<file path="src/rtl/gpr_access_sequencer.sv">
// Issue-side sequencer driving the GPR control pins for one decoded register operation at a time.
// Latency: simple/illegal op 1 cycle to done; ALU op 3 + (ALU_WAIT cycles before alu_done), or ALU_TIMEOUT + 2 on abort.
// Backpressure: req_ready high only in IDLE; requests presented while busy are neither accepted nor queued.
module gpr_access_sequencer #(
    parameter int unsigned ALU_TIMEOUT = 16,
    parameter logic [2:0]  MODE_READ   = 3'b001,
    parameter logic [2:0]  MODE_LOAD   = 3'b010,
    parameter logic [2:0]  MODE_ALU    = 3'b011,
    parameter logic [2:0]  MODE_MOVE   = 3'b100
) (
    input  logic       clk,
    input  logic       reset,
    input  logic       req_valid,
    output logic       req_ready,
    input  logic [2:0] req_op,
    input  logic [2:0] req_src,
    input  logic [2:0] req_dst,
    input  logic       alu_done,
    output logic       gpr_enable,
    output logic [2:0] gpr_mode,
    output logic [2:0] gpr_src_addr,
    output logic [2:0] gpr_dst_addr,
    output logic       gpr_alu2in_enable,
    output logic       gpr_acc_enable,
    output logic       bus_load,
    output logic       bus_store,
    output logic       alu_start,
    output logic       busy,
    output logic       done,
    output logic       err
);

    localparam logic [2:0] OP_LOAD  = 3'b000;
    localparam logic [2:0] OP_STORE = 3'b001;
    localparam logic [2:0] OP_MOVE  = 3'b010;
    localparam logic [2:0] OP_ALU   = 3'b011;
    localparam logic [2:0] OP_NOP   = 3'b100;

    localparam logic [7:0] CNT_LAST = 8'(ALU_TIMEOUT - 1);

    typedef enum logic [2:0] {
        IDLE,
        EXEC,
        ALU_ISSUE,
        ALU_WAIT,
        ACC_WB,
        ERR
    } state_t;

    state_t     state;
    state_t     state_nxt;
    logic [2:0] cap_op;
    logic [2:0] cap_src;
    logic [2:0] cap_dst;
    logic [7:0] wait_cnt;

    always_ff @(posedge clk) begin
        if (reset) begin
            state    <= IDLE;
            cap_op   <= 3'b000;
            cap_src  <= 3'b000;
            cap_dst  <= 3'b000;
            wait_cnt <= 8'd0;
        end else begin
            state <= state_nxt;
            if (req_valid && state == IDLE) begin
                cap_op  <= req_op;
                cap_src <= req_src;
                cap_dst <= req_dst;
            end
            if (state == ALU_ISSUE) begin
                wait_cnt <= 8'd0;
            end else if (state == ALU_WAIT) begin
                wait_cnt <= wait_cnt + 8'd1;
            end
        end
    end

    // Addresses come straight from the captured fields so they hold while IDLE.
    assign gpr_src_addr = cap_src;
    assign gpr_dst_addr = cap_dst;

    always_comb begin
        state_nxt         = state;
        req_ready         = 1'b0;
        busy              = 1'b1;
        gpr_enable        = 1'b0;
        gpr_mode          = 3'b000;
        gpr_alu2in_enable = 1'b0;
        gpr_acc_enable    = 1'b0;
        bus_load          = 1'b0;
        bus_store         = 1'b0;
        alu_start         = 1'b0;
        done              = 1'b0;
        err               = 1'b0;
        case (state)
            IDLE: begin
                req_ready = 1'b1;
                busy      = 1'b0;
                if (req_valid) begin
                    if (req_op == OP_ALU) begin
                        state_nxt = ALU_ISSUE;
                    end else if (req_op > OP_NOP) begin
                        state_nxt = ERR;
                    end else begin
                        state_nxt = EXEC;
                    end
                end
            end
            EXEC: begin
                done      = 1'b1;
                state_nxt = IDLE;
                case (cap_op)
                    OP_LOAD: begin
                        gpr_enable = 1'b1;
                        gpr_mode   = MODE_LOAD;
                        bus_load   = 1'b1;
                    end
                    OP_STORE: begin
                        gpr_enable = 1'b1;
                        gpr_mode   = MODE_READ;
                        bus_store  = 1'b1;
                    end
                    OP_MOVE: begin
                        gpr_enable = 1'b1;
                        gpr_mode   = MODE_MOVE;
                    end
                    default: ;
                endcase
            end
            ALU_ISSUE: begin
                gpr_enable        = 1'b1;
                gpr_mode          = MODE_ALU;
                gpr_alu2in_enable = 1'b1;
                alu_start         = 1'b1;
                state_nxt         = ALU_WAIT;
            end
            ALU_WAIT: begin
                // Operands stay presented to the ALU; the GPR itself is not enabled.
                gpr_mode          = MODE_ALU;
                gpr_alu2in_enable = 1'b1;
                if (alu_done) begin
                    state_nxt = ACC_WB;
                end else if (wait_cnt == CNT_LAST) begin
                    state_nxt = ERR;
                end
            end
            ACC_WB: begin
                gpr_acc_enable = 1'b1;
                done           = 1'b1;
                state_nxt      = IDLE;
            end
            ERR: begin
                done      = 1'b1;
                err       = 1'b1;
                state_nxt = IDLE;
            end
            default: begin
                state_nxt = IDLE;
            end
        endcase
    end

endmodule
</file>
<file path="config.mk">
export PLATFORM = sky130hd
export DESIGN_NAME = gpr_access_sequencer
export DESIGN_NICKNAME = d
export VERILOG_FILES = /design/src/rtl/gpr_access_sequencer.sv
export SDC_FILE = /design/constraint.sdc
export NUM_CORES = 1
export LEC_CHECK = 0
export CAP_MARGIN = 40
export CORE_MARGIN = 4
export CORE_UTILIZATION = 40
export DETAILED_ROUTE_END_ITERATION = 7
export HOLD_SLACK_MARGIN = 0.1
export PLACE_DENSITY = 0.83
export SYNTH_ARGS = -nofsm -noshare
export SYNTH_HDL_FRONTEND = slang
export SYNTH_SLANG_ARGS = --single-unit
export TNS_END_PERCENT = 1
</file>
<file path="constraint.sdc">
create_clock -name clk -period 1.6 [get_ports clk]
set_clock_uncertainty 0.1 [all_clocks]
set_input_delay 0.32 -clock clk [delete_from_list [all_inputs] [get_ports clk]]
set_output_delay 0.32 -clock clk [all_outputs]
set_load 0.03 [all_outputs]
</file>
## Word-level counts from Yosys, hierarchy flattened

Cells that the tools add are included.

- Bits in latches: 0
- Word-level logic and storage cells: 47
- RAM bits: 0
- Flip-flop bits (word level): 20
- Memories kept: 0
- Input port bits: 13
- ROM bits: 0
- Output and inout port bits: 19

- Magnitude comparators: 1
- Div/mod/pow operators: 0
- Multipliers: 0
- Multiplexer cells: 21
- Equality and inequality tests: 11
- Reduce and logical (&&, ||, !) cells: 8
- Add/sub/neg operators: 1
- Bitwise operators: 0
- Shift-type cells: 0

Operator list:

| cell | number |
|---|---|
| case mux 3 bit (3 select lines) | 2 |
| 2-to-1 mux 3 bit | 5 |
| equality test 3 x 2 -> 1 bit, second input constant | 4 |
| 2-to-1 mux 1 bit | 12 |
| adder 8 x 1 -> 8 bit, second input constant | 1 |
| equality test 8 x 4 -> 1 bit, second input constant | 1 |
| equality test 3 x 1 -> 1 bit, second input constant | 2 |
| equality test 3 bit, second input constant | 2 |
| zero test 3 bit | 2 |
| case mux 3 bit (2 select lines) | 1 |
| OR reduction 3 bit | 2 |
| OR reduction 2 bit | 2 |
| greater-than comparator 3 bit, second input constant | 1 |
| != test 3 x 2 -> 1 bit, second input constant | 1 |
| != test 2 bit, second input constant | 1 |
| case mux 1 bit (2 select lines) | 1 |
| AND reduction 2 bit | 1 |
| logical AND 1 bit | 1 |

## Logic depth before layout (Yosys ltp)

- Depth after elaboration: 5
- Mapped depth: 5

## Least setup slack after synthesis

No wires, ideal clock.

- Path type: register to output
- Start: register state[1]
- End: output port gpr_mode[0]
- Cell stages (with the launch flop): 5
- Arrival: 1.963 ns
- Path slack: -0.783 ns
- Path buffers: 1
- Path through: dfxtp_1 > clkbuf_2 > nand2b_1 > nor4_1 > or2_2

- Longest elaborated chain between the ends: 3
- Elaborated cells between the ends (all ways): 5
- Those cells by class: 3 x eq/ne; 1 x mux; 1 x reduce/logical

RTL lines:

| element | RTL line | source |
|---|---|---|
| from (decl) | 50 | `state_t state;` |
| from (signal assigned) | 65 | `state <= state_nxt;` |
| equality test 3 x 2 -> 1 bit | 96 | `case (state)` |
| OR reduction 2 bit (no line) | n/a |  |
| case mux 3 bit (2 select lines) (*) | 96 |  |
| to (decl) | 20 | `output logic [2:0] gpr_mode,` |

Every way passes the cells marked *; elsewhere a longest branch is shown, timed or not.

## Worst setup path in the final report

- Start: register state[1]
- End: output port gpr_mode[1]

The elaborated chain is that of the path after synthesis.

==> impl_metrics.csv <==
group,metric,value,unit
synth,synthArstFlopShare,0,%
power,p_comb_share,28.2,%
die,num_rows,17,
worst_setup_path,worstPathArrival,1.59,ns
synth,synth_edf_count,0,
die,die_width,57.9,um
timing,fmax,498,MHz
power,p_seq_share,40.5,%
clock_network,cts_buffers,3,
synth,syn_area,995,um^2
die,die_area,0.00335,mm^2
routing,vias,1071,
power,intPower,0.942,mW
power,p_switching,0.383,mW
outcome,status,"complete, but fails checks",
power,switching_share,28.9,%
global_route,grt_max_degree,13,
die,core_area,0.00230,mm^2
routing,via_per_inst,5.33,
timing,setup_viol,12,
timing,relSlewSlack,69.7,%
power,power_density,846,mW/mm^2
timing,fin_crit,2.01,ns
routing,wirelength,2.70,mm
final_layout,drive_above_1_share,30.1,%
final_layout,area_growth,57.4,%
routing,wl_per_cell,13.4,um
worst_setup_path,crit_type,"flop to output port",
routing,drtAntennaViolNets,0,
timing,fin_ws,-0.410,ns
clock_network,numClockSinks,20,
worst_setup_path,crit_start,"state[1]",
synth,synthesis.area_per_instance,7.77,um^2
worst_setup_path,endpoint,"gpr_mode[1]",
routing,drt_first_pass_iters,4,
worst_hold_path,min_from,"gpr_dst_addr[1]",
power,finalPower,1.32,mW
clock_network,cts_tree,"built",
placement,portBuffers,31,
clock_network,cts-root-buf,"clkbuf_4",
final_layout,stdcell_area,0.00157,mm^2
power,peakVddDrop,0.649,mV
worst_setup_path,critPathMaxFanout,4,
global_route,antenna_found_initial,0,
synth,synth.distinct_cells,34,
final_layout,n_antenna_cell,0,
worst_setup_path,crit-reg2reg-launch,"state[2]",
clock_network,clk_path_buf_depth,2,
synth,seq_area_frac_synth,40.3,%
worst_setup_path,reg2reg_slack,0.02,ns
placement,hpwl,2.13,mm
synth,synth_seq_cells,20,
global_route,grt_pass1_vias,1058,
outcome,violations,"setup timing",
clock_network,htreeDepth,1,
global_route,track_usage,17.4,%
final_layout,ff_latch_area,404,um^2
die,initial_core_util,43.3,%
timing,tightestPinTransition,0.448,ns
placement,place_area,0.00146,mm^2
placement,gp_congestion,0.813,
global_route,overflow,0,
power,clockPowerShare,31.3,%
timing,period_share,126,%
final_layout,fillers,191,
worst_setup_path,worstReg2RegEnd,"state[1]",
synth,yosysWarnings,0,
synth,netlist_instances,128,
die,die_y,57.9,um
clock_network,clock_latency,0.30,ns
synth,synth_ff_type,"dfxtp_1",
worst_setup_path,critPathLaunchType,"flop",
power,leakage,0.659,nW
worst_setup_path,critPathRequiredTime,1.18,ns
synth,syn_nets,142,
global_route,grt_pass1_wl,4.63,mm
clock_network,cts.clk_slew.worst_paths,0.12,ns
job,drv_cap,0,
timing,rsz0062_at_grt,"yes",
timing,finalMaxSlewViolations,0,
worst_hold_path,min_path_type,"flop to flop",
routing,drtIter0Drc,16,
die,io_pins,32,
routing,drc,0,
worst_setup_path,reg2reg_depth,5,
timing,hold_viol,0,
final_layout,multiInputGateArea,604,um^2
final_layout,nNetsFinal,188,
timing,hold_slack,0.365,ns
worst_setup_path,cp-end-kind,"output port",
## cell families (layout without fill, tap and decap cells)
group,after synthesis,in the layout,synth area share (%)
buffers and inverters,14,59,5.53
adder cells (fa/ha/maj),1,1,1.26
XOR/XNOR,1,1,0.881
multiplexers,1,1,1.01
flip-flops,20,20,40.3
AND/OR/NAND/NOR,62,62,34.0
AO/OA/AOI/OAI,29,29,17.1
## power by group through the flow
stage | sequential, mW | clock (mW) | combinational [mW]
6_report | 0.537 | 0.414 | 0.374
2_1_floorplan | 0.571 | 0 | 0.179
4_1_cts | 0.537 | 0.423 | 0.374
5_1_grt | 0.540 | 0.449 | 0.402
3_3_place_gp | 0.544 | 0 | 0.354
3_5_place_dp | 0.546 | 0 | 0.363
## layer usage
metal  share of wire [%]  wire, um  GRT usage [%]
met5                   0         0              0
met3                 6.7       180           5.35
met4                0.37        10           4.97
met2                  52      1410           31.9
met1                  41      1090           19.1
## cell usage in the layout, fill, tap and decap left out, types with 4 or more instances in the layout
cell type        count
dfxtp_1             17
dlygate4sd2_1        6
a21oi_1             16
nor2_1               5
nand2b_1             4
clkdlybuf4s50_1     12
buf_4               18
buf_6               11
nand2_1             23
inv_1                6
## cell usage after synthesis (all sizes together), types with 4 or more instances
cell type  number  area (um^2)
or4             4         30.0
clkbuf          6         23.8
nand2          23         86.3
a21oi          17         85.1
o21ai           4         20.0
inv             7         26.3
nor2            8         30.0
nand2b          4         25.0
dfxtp          20          400
## cell type report
type                       instances  share of cell area (%)
clock buffer                       3                    1.44
clock inverter                     1                    1.92
inverter                           7                    1.68
multi-input combinational         94                    38.6
sequential                        20                    25.8
tap                               28                    2.24
timing repair buffer              48                    28.3
## flip-flops by register name (all words and copies together), names as in the netlist
signal / cells
gpr_dst_addr: 3
wait_cnt: 8
state: 3
gpr_src_addr: 3
cap_op: 3
## worst max-delay path, stage by stage, from the launching register on
cell      delay (ns)
dfxtp_2         0.36
nand2b_1        0.15
or4_4           0.48
o21ai_4         0.15
buf_6           0.15
## repair_timing
| action | CTS | global route |
|---|---|---|
| hold buffers | 0 | 0 |
| pin swaps | 1 | 1 |
| buffers inserted | 0 | 0 |
| setup endpoints to repair | 34 | 20 |
| gates cloned | 0 | 0 |
| gates resized for setup | 24 | 3 |
## worst min path at each step
stage                      end  depth (start not counted)
6_report       gpr_dst_addr[1]                          2
3_3_place_gp   gpr_dst_addr[0]                          2
5_1_grt        gpr_src_addr[2]                          2
4_1_cts        gpr_src_addr[2]                          2
2_1_floorplan         state[1]                          1
3_5_place_dp   gpr_src_addr[2]                          2
## metrics by stage
stage                     utilization, %  setup TNS [ns]  cells  setup slack [ns]
after floorplan                        -          -0.661    128            -0.183
after global placement              63.7           -3.04    197            -0.311
after detailed placement            63.7           -3.34    197            -0.367
after CTS                           67.6           -2.73    201            -0.424
after global routing                68.1           -3.87    201            -0.470
final                               68.1           -2.57    201            -0.410
Power figures use the tool's default switching activity.
